--- src/rtl/imul_iter_ctrl_pkg.sv ---
// imul_iter_ctrl_pkg: FSM state encodings shared by the IMUL family of iterative blocks.
`ifndef IMUL_STATE_DEFS
`define IMUL_STATE_DEFS
`define IMUL_IDLE 2'd0
`define IMUL_ITER 2'd1
`define IMUL_DONE 2'd2
`endif

package imul_iter_ctrl_pkg;
   localparam logic [1:0] IDLE = `IMUL_IDLE;
   localparam logic [1:0] ITER = `IMUL_ITER;
   localparam logic [1:0] DONE = `IMUL_DONE;
endpackage

--- src/rtl/full_adder.sv ---
// full_adder: single-bit full adder cell.
module full_adder (
   input  logic a,
   input  logic b,
   input  logic ci,
   output logic s,
   output logic co
);
   assign s  = a ^ b ^ ci;
   assign co = (a & b) | (ci & (a ^ b));
endmodule

--- src/rtl/imul_add_row.sv ---
// imul_add_row: W-bit ripple-carry adder whose carry-out forms the top bit of a W+1-bit sum.
module imul_add_row #(
   parameter int W = 16
) (
   input  logic [W-1:0] iX,
   input  logic [W-1:0] iY,
   output logic [W:0]   oSum
);
   logic [W:0] carry;
   assign carry[0] = 1'b0;
   assign oSum[W]  = carry[W];
   for (genvar i = 0; i < W; i++) begin : gBit
      full_adder uFa (.a(iX[i]), .b(iY[i]), .ci(carry[i]), .s(oSum[i]), .co(carry[i+1]));
   end
endmodule

--- src/rtl/imul_iter_ctrl.sv ---
// imul_iter_ctrl: shift-add unsigned multiplier, one partial product per clock,
// fixed NB-cycle iteration with a registered result and single-cycle done pulse.
module imul_iter_ctrl
   import imul_iter_ctrl_pkg::*;
#(
   parameter int NB = 16
) (
   input  logic            Clock,
   input  logic            Reset,
   input  logic            iStart,
   input  logic [NB-1:0]   iA,
   input  logic [NB-1:0]   iB,
   output logic            oBusy,
   output logic            oDone,
   output logic [2*NB-1:0] oResult
);
   localparam int KW = NB > 1 ? $clog2(NB) : 1;
   logic [1:0]      state;
   logic [KW-1:0]   k;
   logic [NB-1:0]   aReg, bReg;
   logic [2*NB-1:1] acc;
   logic [2*NB-1:0] result, accNext;
   logic [NB:0]     rowSum;
   // Bit 0 of the shifted accumulator is only meaningful on the final step, so it is never stored.
   imul_add_row #(.W(NB)) uRow (
      .iX(acc[2*NB-1:NB]),
      .iY(aReg & {NB{bReg[k]}}),
      .oSum(rowSum)
   );
   assign accNext = {rowSum, acc[NB-1:1]};
   always_ff @(posedge Clock) begin
      if (Reset) begin
         state  <= IDLE;
         k      <= '0;
         aReg   <= '0;
         bReg   <= '0;
         acc    <= '0;
         result <= '0;
      end else if (state == ITER) begin
         acc <= accNext[2*NB-1:1];
         k   <= k + KW'(1);
         if (k == KW'(NB-1)) begin
            state  <= DONE;
            result <= accNext;
         end
      end else if (iStart) begin
         aReg  <= iA;
         bReg  <= iB;
         acc   <= '0;
         k     <= '0;
         state <= ITER;
      end else begin
         state <= IDLE;
      end
   end
   assign oBusy   = state == ITER;
   assign oDone   = state == DONE;
   assign oResult = result;
endmodule
--- config.mk ---
export PLATFORM = sky130hd
export DESIGN_NAME = imul_iter_ctrl
export DESIGN_NICKNAME = d
export VERILOG_FILES = /design/src/rtl/imul_iter_ctrl_pkg.sv /design/src/rtl/full_adder.sv /design/src/rtl/imul_add_row.sv /design/src/rtl/imul_iter_ctrl.sv
export SDC_FILE = /design/constraint.sdc
export NUM_CORES = 1
export LEC_CHECK = 0
export ABC_AREA = 1
export BUFFER_PORTS_ARGS = -buffer_cell sky130_fd_sc_hd__buf_4
export CAP_MARGIN = 20
export CORE_UTILIZATION = 55
export DETAILED_ROUTE_END_ITERATION = 8
export PLACE_DENSITY = 0.78
export SLEW_MARGIN = 20
export SYNTH_ARGS = -nofsm -noshare
export SYNTH_HDL_FRONTEND = slang
export SYNTH_SLANG_ARGS = --single-unit
--- constraint.sdc ---
create_clock -name Clock -period 24.9 [get_ports Clock]
set_input_delay 1.245 -clock Clock [delete_from_list [all_inputs] [get_ports Clock]]
set_output_delay 1.245 -clock Clock [all_outputs]
set_load 0.005 [all_outputs]
* Word-level counts from Yosys, hierarchy flattened
Cells that the tools add are included.
Word-level totals: bits in writable memories 0, register bits 101, bits in read-only memories 0, output and inout bits 34, bits in latches 0, memories 0
Operators by class: equality and inequality tests 4, $add $sub $neg 1, shift-type cells 0, mux-type cells 9, $mul 0, bitwise logic cells 79, reduce and logical (&&, ||, !) cells 3, magnitude comparators 1, div/mod/pow operators 0
Operators by type and width (count):
- 2-to-1 mux 31 bit | 2
- AND 1 bit | 31
- XOR 1 bit | 31
- AND 16 bit | 1
- bitwise OR 1 bit | 15
- 2-to-1 mux 4 bit | 2
- < comparator 4 x 5 -> 1 bit (second input constant) | 1
- adder 4 x 1 -> 4 bit (second input constant) | 1
- binary-select mux 1 bit (select 4 bit) | 1
- == test 4 bit (second input constant) | 1
- 2-to-1 mux 2 bit | 2
- AND reduction 2 bit | 2
- == test 2 x 1 -> 1 bit (second input constant) | 1
- == test 2 bit (second input constant) | 1
- 2-to-1 mux 1 bit | 2
- != test 2 x 1 -> 1 bit (second input constant) | 1
- nonzero test 2 bit | 1
- NOT 1 bit | 1

* Longest topological paths before layout
depth after elaboration 35, gate-level depth with buffers 30, mapped depth without buffers 29

* Hierarchy
A second synthesis with hierarchy kept.
Unflattened totals: cells, all modules 516, area, all modules 4139.0 um^2
By module, submodules not included:
- imul_iter_ctrl | cells an instance 498, instances 1, seq. area each 2021.9 um^2, area an instance 3807.4 um^2
- full_adder | cells an instance 1, instances 16, seq. area each 0.0 um^2, area an instance 20.0 um^2
- imul_add_row | cells an instance 2, instances 1, seq. area each 0.0 um^2, area an instance 11.3 um^2

* Least setup slack after synthesis
OpenSTA, ideal clock, no wires.
kind register to register, start reg k[0], end reg acc[30] (netlist bit), cell stages (with the launch flop) 29, setup slack 16.913 ns, arrival 7.917 ns, path through dfxtp_1 > buf_4 > o21ai_0 > nand2_1 > nand3_1 > nand2_1 > buf_2 > a21oi_1 > ha_1 > fa_1 > fa_1 > fa_1 > fa_1 > fa_1 > fa_1 > fa_1 > fa_1 > fa_1 > fa_1 > fa_1 > fa_1 > inv_1 > fa_1 > inv_1 > fa_1 > inv_1 > fa_1 > or2_2 > a21oi_1
Between the ends: word-level cells in the longest chain between the ends 34, elaborated cells between the ends (all ways) 63, those cells by class mux (3); bitwise (60)
RTL lines:
- from (decl) | line imul_iter_ctrl.sv:19 | logic [KW-1:0] k;
- from (signal assigned) | line imul_iter_ctrl.sv:41 | k <= k + KW'(1);
- binary-select mux 1 bit (select 4 bit) * | line imul_iter_ctrl.sv:27 | .iY(aReg & {NB{bReg[k]}}),
- 2-to-1 mux 1 bit (not written as such) * | line imul_iter_ctrl.sv:27
- AND 16 bit * | line imul_iter_ctrl.sv:27
- AND 1 bit or XOR 1 bit (tied branches) | line full_adder.sv:10 | assign co = (a & b) | (ci & (a ^ b));
- AND 1 bit | line full_adder.sv:10
- bitwise OR 1 bit | line full_adder.sv:10
- AND 1 bit | line full_adder.sv:10
- bitwise OR 1 bit | line full_adder.sv:10
- (+18 left out)
- AND 1 bit | line full_adder.sv:10
- bitwise OR 1 bit | line full_adder.sv:10
- AND 1 bit | line full_adder.sv:10
- bitwise OR 1 bit | line full_adder.sv:10
- AND 1 bit | line full_adder.sv:10
- bitwise OR 1 bit | line full_adder.sv:10
- XOR 1 bit * | line full_adder.sv:9 | assign s = a ^ b ^ ci;
- 2-to-1 mux 31 bit * | line imul_iter_ctrl.sv:39 | end else if (state == ITER) begin
- to (signal assigned) | line imul_iter_ctrl.sv:40 | acc <= accNext[2*NB-1:1];
- to (decl) | line imul_iter_ctrl.sv:21 | logic [2*NB-1:1] acc;
Mark *: on every way between the ends. The rest lies on a longest branch, timed or not. The select of a mux whose other input is x is not followed. A chain may end at the register's enable or synchronous reset.

* Final worst setup path
Same ends and word-level chain as after synthesis.

==> metrics.yaml <==
outcome:
  status: "finished clean"
cts:
  clock_path_buffers: 2
  cts-root-buf: "clkbuf_8"
  post_cts_buffers: 0
  clock_latency_ns: 0.36
  cts.sinks: 101
  clkTransAtPathRegs_ns: 0.10
  h-tree-depth: 3
  cts_resized: 0
  cts_tree: "built"
  hold_buffers: 0
  cts_inserted_buffers: 9
synthesis:
  netlist_area_mm2: 0.00412
  yosysSeqAreaShare_pct: 49.1
  avgSynthCellArea_um2: 7.86
  ys_warn_count: 0
  ys_types: 21
  synth_fp_nets: 576
  ys_ff_latch: 101
  syn_inst: 524
detailed_routing:
  num_vias: 3504
  ant_nets: 0
  drt_iter0_drc: 174
  via_per_inst: 5.18
  routedWlPerCell_um: 12.8
  drc_errors: 0
  first_pass_iters: 4
  routed_wl_mm: 8.63
floorplan:
  die_h_um: 88.5
  dieArea_mm2: 0.00784
  core-area_mm2: 0.00725
  rows: 31
  boundaryPins: 69
  fp.dieW_um: 88.5
  start_util_pct: 56.8
timing:
  relSlewSlack_pct: 31.6
  tightest_slew_ns: 1.02
  min_period_over_period_pct: 34.9
  slew_violations: 0
  setup_viol: 0
  finalHoldViolCount: 0
  fmax_mhz: 115
  min_period_ns: 8.69
  hold_slack_ns: 0.458
  rsz0062_at_grt: "false"
  finalSetupTns_ns: 0
  skew_ns: 0.0115
layout:
  fin_area_mm2: 0.00485
  drive_gt1_share_pct: 15.9
  num-fill-cells: 629
  final_cells: 677
  area_delta_synth_final_pct: 17.7
  final_cell_mix: "149 x nand2_1, 101 x dfxtp_1, 70 x buf_4"
  final_common_cell: "nand2_1"
  fin_util_pct: 66.8
  num_antenna_cells: 0
  nets: 625
placed_design:
  dp.cells: 661
  numPortBuffers: 68
  place_area_mm2: 0.00462
  dp_hpwl_mm: 5.91
  gp_congestion: 0.944
global_routing:
  grt_pass1_wl_mm: 14.4
  grt_max_degree: 52
  grt_usage_pct: 23.9
  overflow: 0
  grt_pass1_vias: 3259
  grt_antenna_before_repair: 0
power:
  power_density_mw_per_mm2: 63.7
  peakVddDrop_v: 0.0000349
  leakagePower_nw: 2.12
critical_path:
  rrSetupSlack_ns: 16.21
  critPathKind: "reg2reg"
  crit_arrival_ns: 8.98
  path_max_fanout: 16
  worstSetupEndpointType: "flip-flop"
  critPathMaxStageDelay_ns: 0.61
  crit_path_frequent_cell: "fa_1"
  startpoint_type: "flip-flop"
  critPathRequiredTime_ns: 25.19
  crit_slowest_cell: "dfxtp_1"
worst_hold_path:
  worstHoldPathType: "reg2reg"
run:
  max-cap-violations: 0
metrics by stage:
step / worst slack [ns] / power [mW]
6_report: 16.21 / 0.309
5_1_grt: 15.70 / 0.321
4_1_cts: 16.18 / 0.310
3_5_place_dp: 16.21 / 0.198
3_3_place_gp: 16.59 / 0.197
2_1_floorplan: 16.91 / 0.189
Yosys cell counts, drive strengths merged:
| master | number | area (µm²) |
|---|---|---|
| nand4 | 1 | 21.3 |
| nor4 | 1 | 6.26 |
| nor3 | 2 | 10.0 |
| dfxtp | 101 | 2020 |
| o22ai | 1 | 6.26 |
| ha | 2 | 25.0 |
| buf | 12 | 68.8 |
| inv | 38 | 143 |
| nor2 | 33 | 131 |
| nand2 | 149 | 559 |
| a21oi | 69 | 345 |
| clkbuf | 20 | 75.1 |
| fa | 15 | 300 |
| nand3 | 37 | 185 |
| o21ai | 40 | 200 |
| or2 | 3 | 18.8 |
worst paths after layout:
path,start,to,depth (start not counted)
min,acc[1],oResult[0],2
max reg2reg,k[0],acc[30],28
min reg2reg,acc[1],oResult[0],2
max,k[0],acc[30],28
kinds of logic after synthesis:
family | count (synthesis) | share of synthesized area (%)
DFF | 101 | 49.1
buffers and inverters | 70 | 6.96
and+or+nand+nor | 226 | 22.6
AOI/OAI and AO/OA | 110 | 13.4
adders and majority gates | 17 | 7.90
per-layer routing:
metal | vias up | track usage (%) | share of wire [%]
met2 | 87 | 39.7 | 48
met3 | 21 | 3.64 | 4.1
li1 | 1775 | - | -
met4 | 0 | 12.2 | 2.8
met5 | - | 0 | 0
met1 | 1621 | 30.3 | 45
layout make-up:
class,count,area (µm²),area share (%)
Timing Repair Buffer,70,526,10.8
Clock buffer,10,138,2.84
Multi-Input combinational cell,353,1810,37.3
Clock inverter,6,86.3,1.78
Inverter,38,143,2.94
Tap cell,99,124,2.56
Sequential cell,101,2020,41.7
critical path, delay by kind of cell (launching register included):
family | cells | cell delay, ns
DFF | 1 | 0.61
AOI/OAI and AO/OA | 2 | 0.29
adders and majority gates | 16 | 6.36
buffers and inverters | 4 | 0.41
and+or+nand+nor | 6 | 0.95
sequential cells by signal, indices dropped and copies added (netlist names):
name     flops
aReg        16
acc         31
bReg        16
k            4
oResult     32
state        2
power breakdown:
part / total [mW] / internal (mW) / switching, mW
clock: 0.114 / 0.0592 / 0.0552
combinational: 0.0253 / 0.00932 / 0.0160
sequential: 0.169 / 0.166 / 0.00277
total: 0.309 / 0.235 / 0.0739
Note: power is estimated with default switching activity, not from simulation.
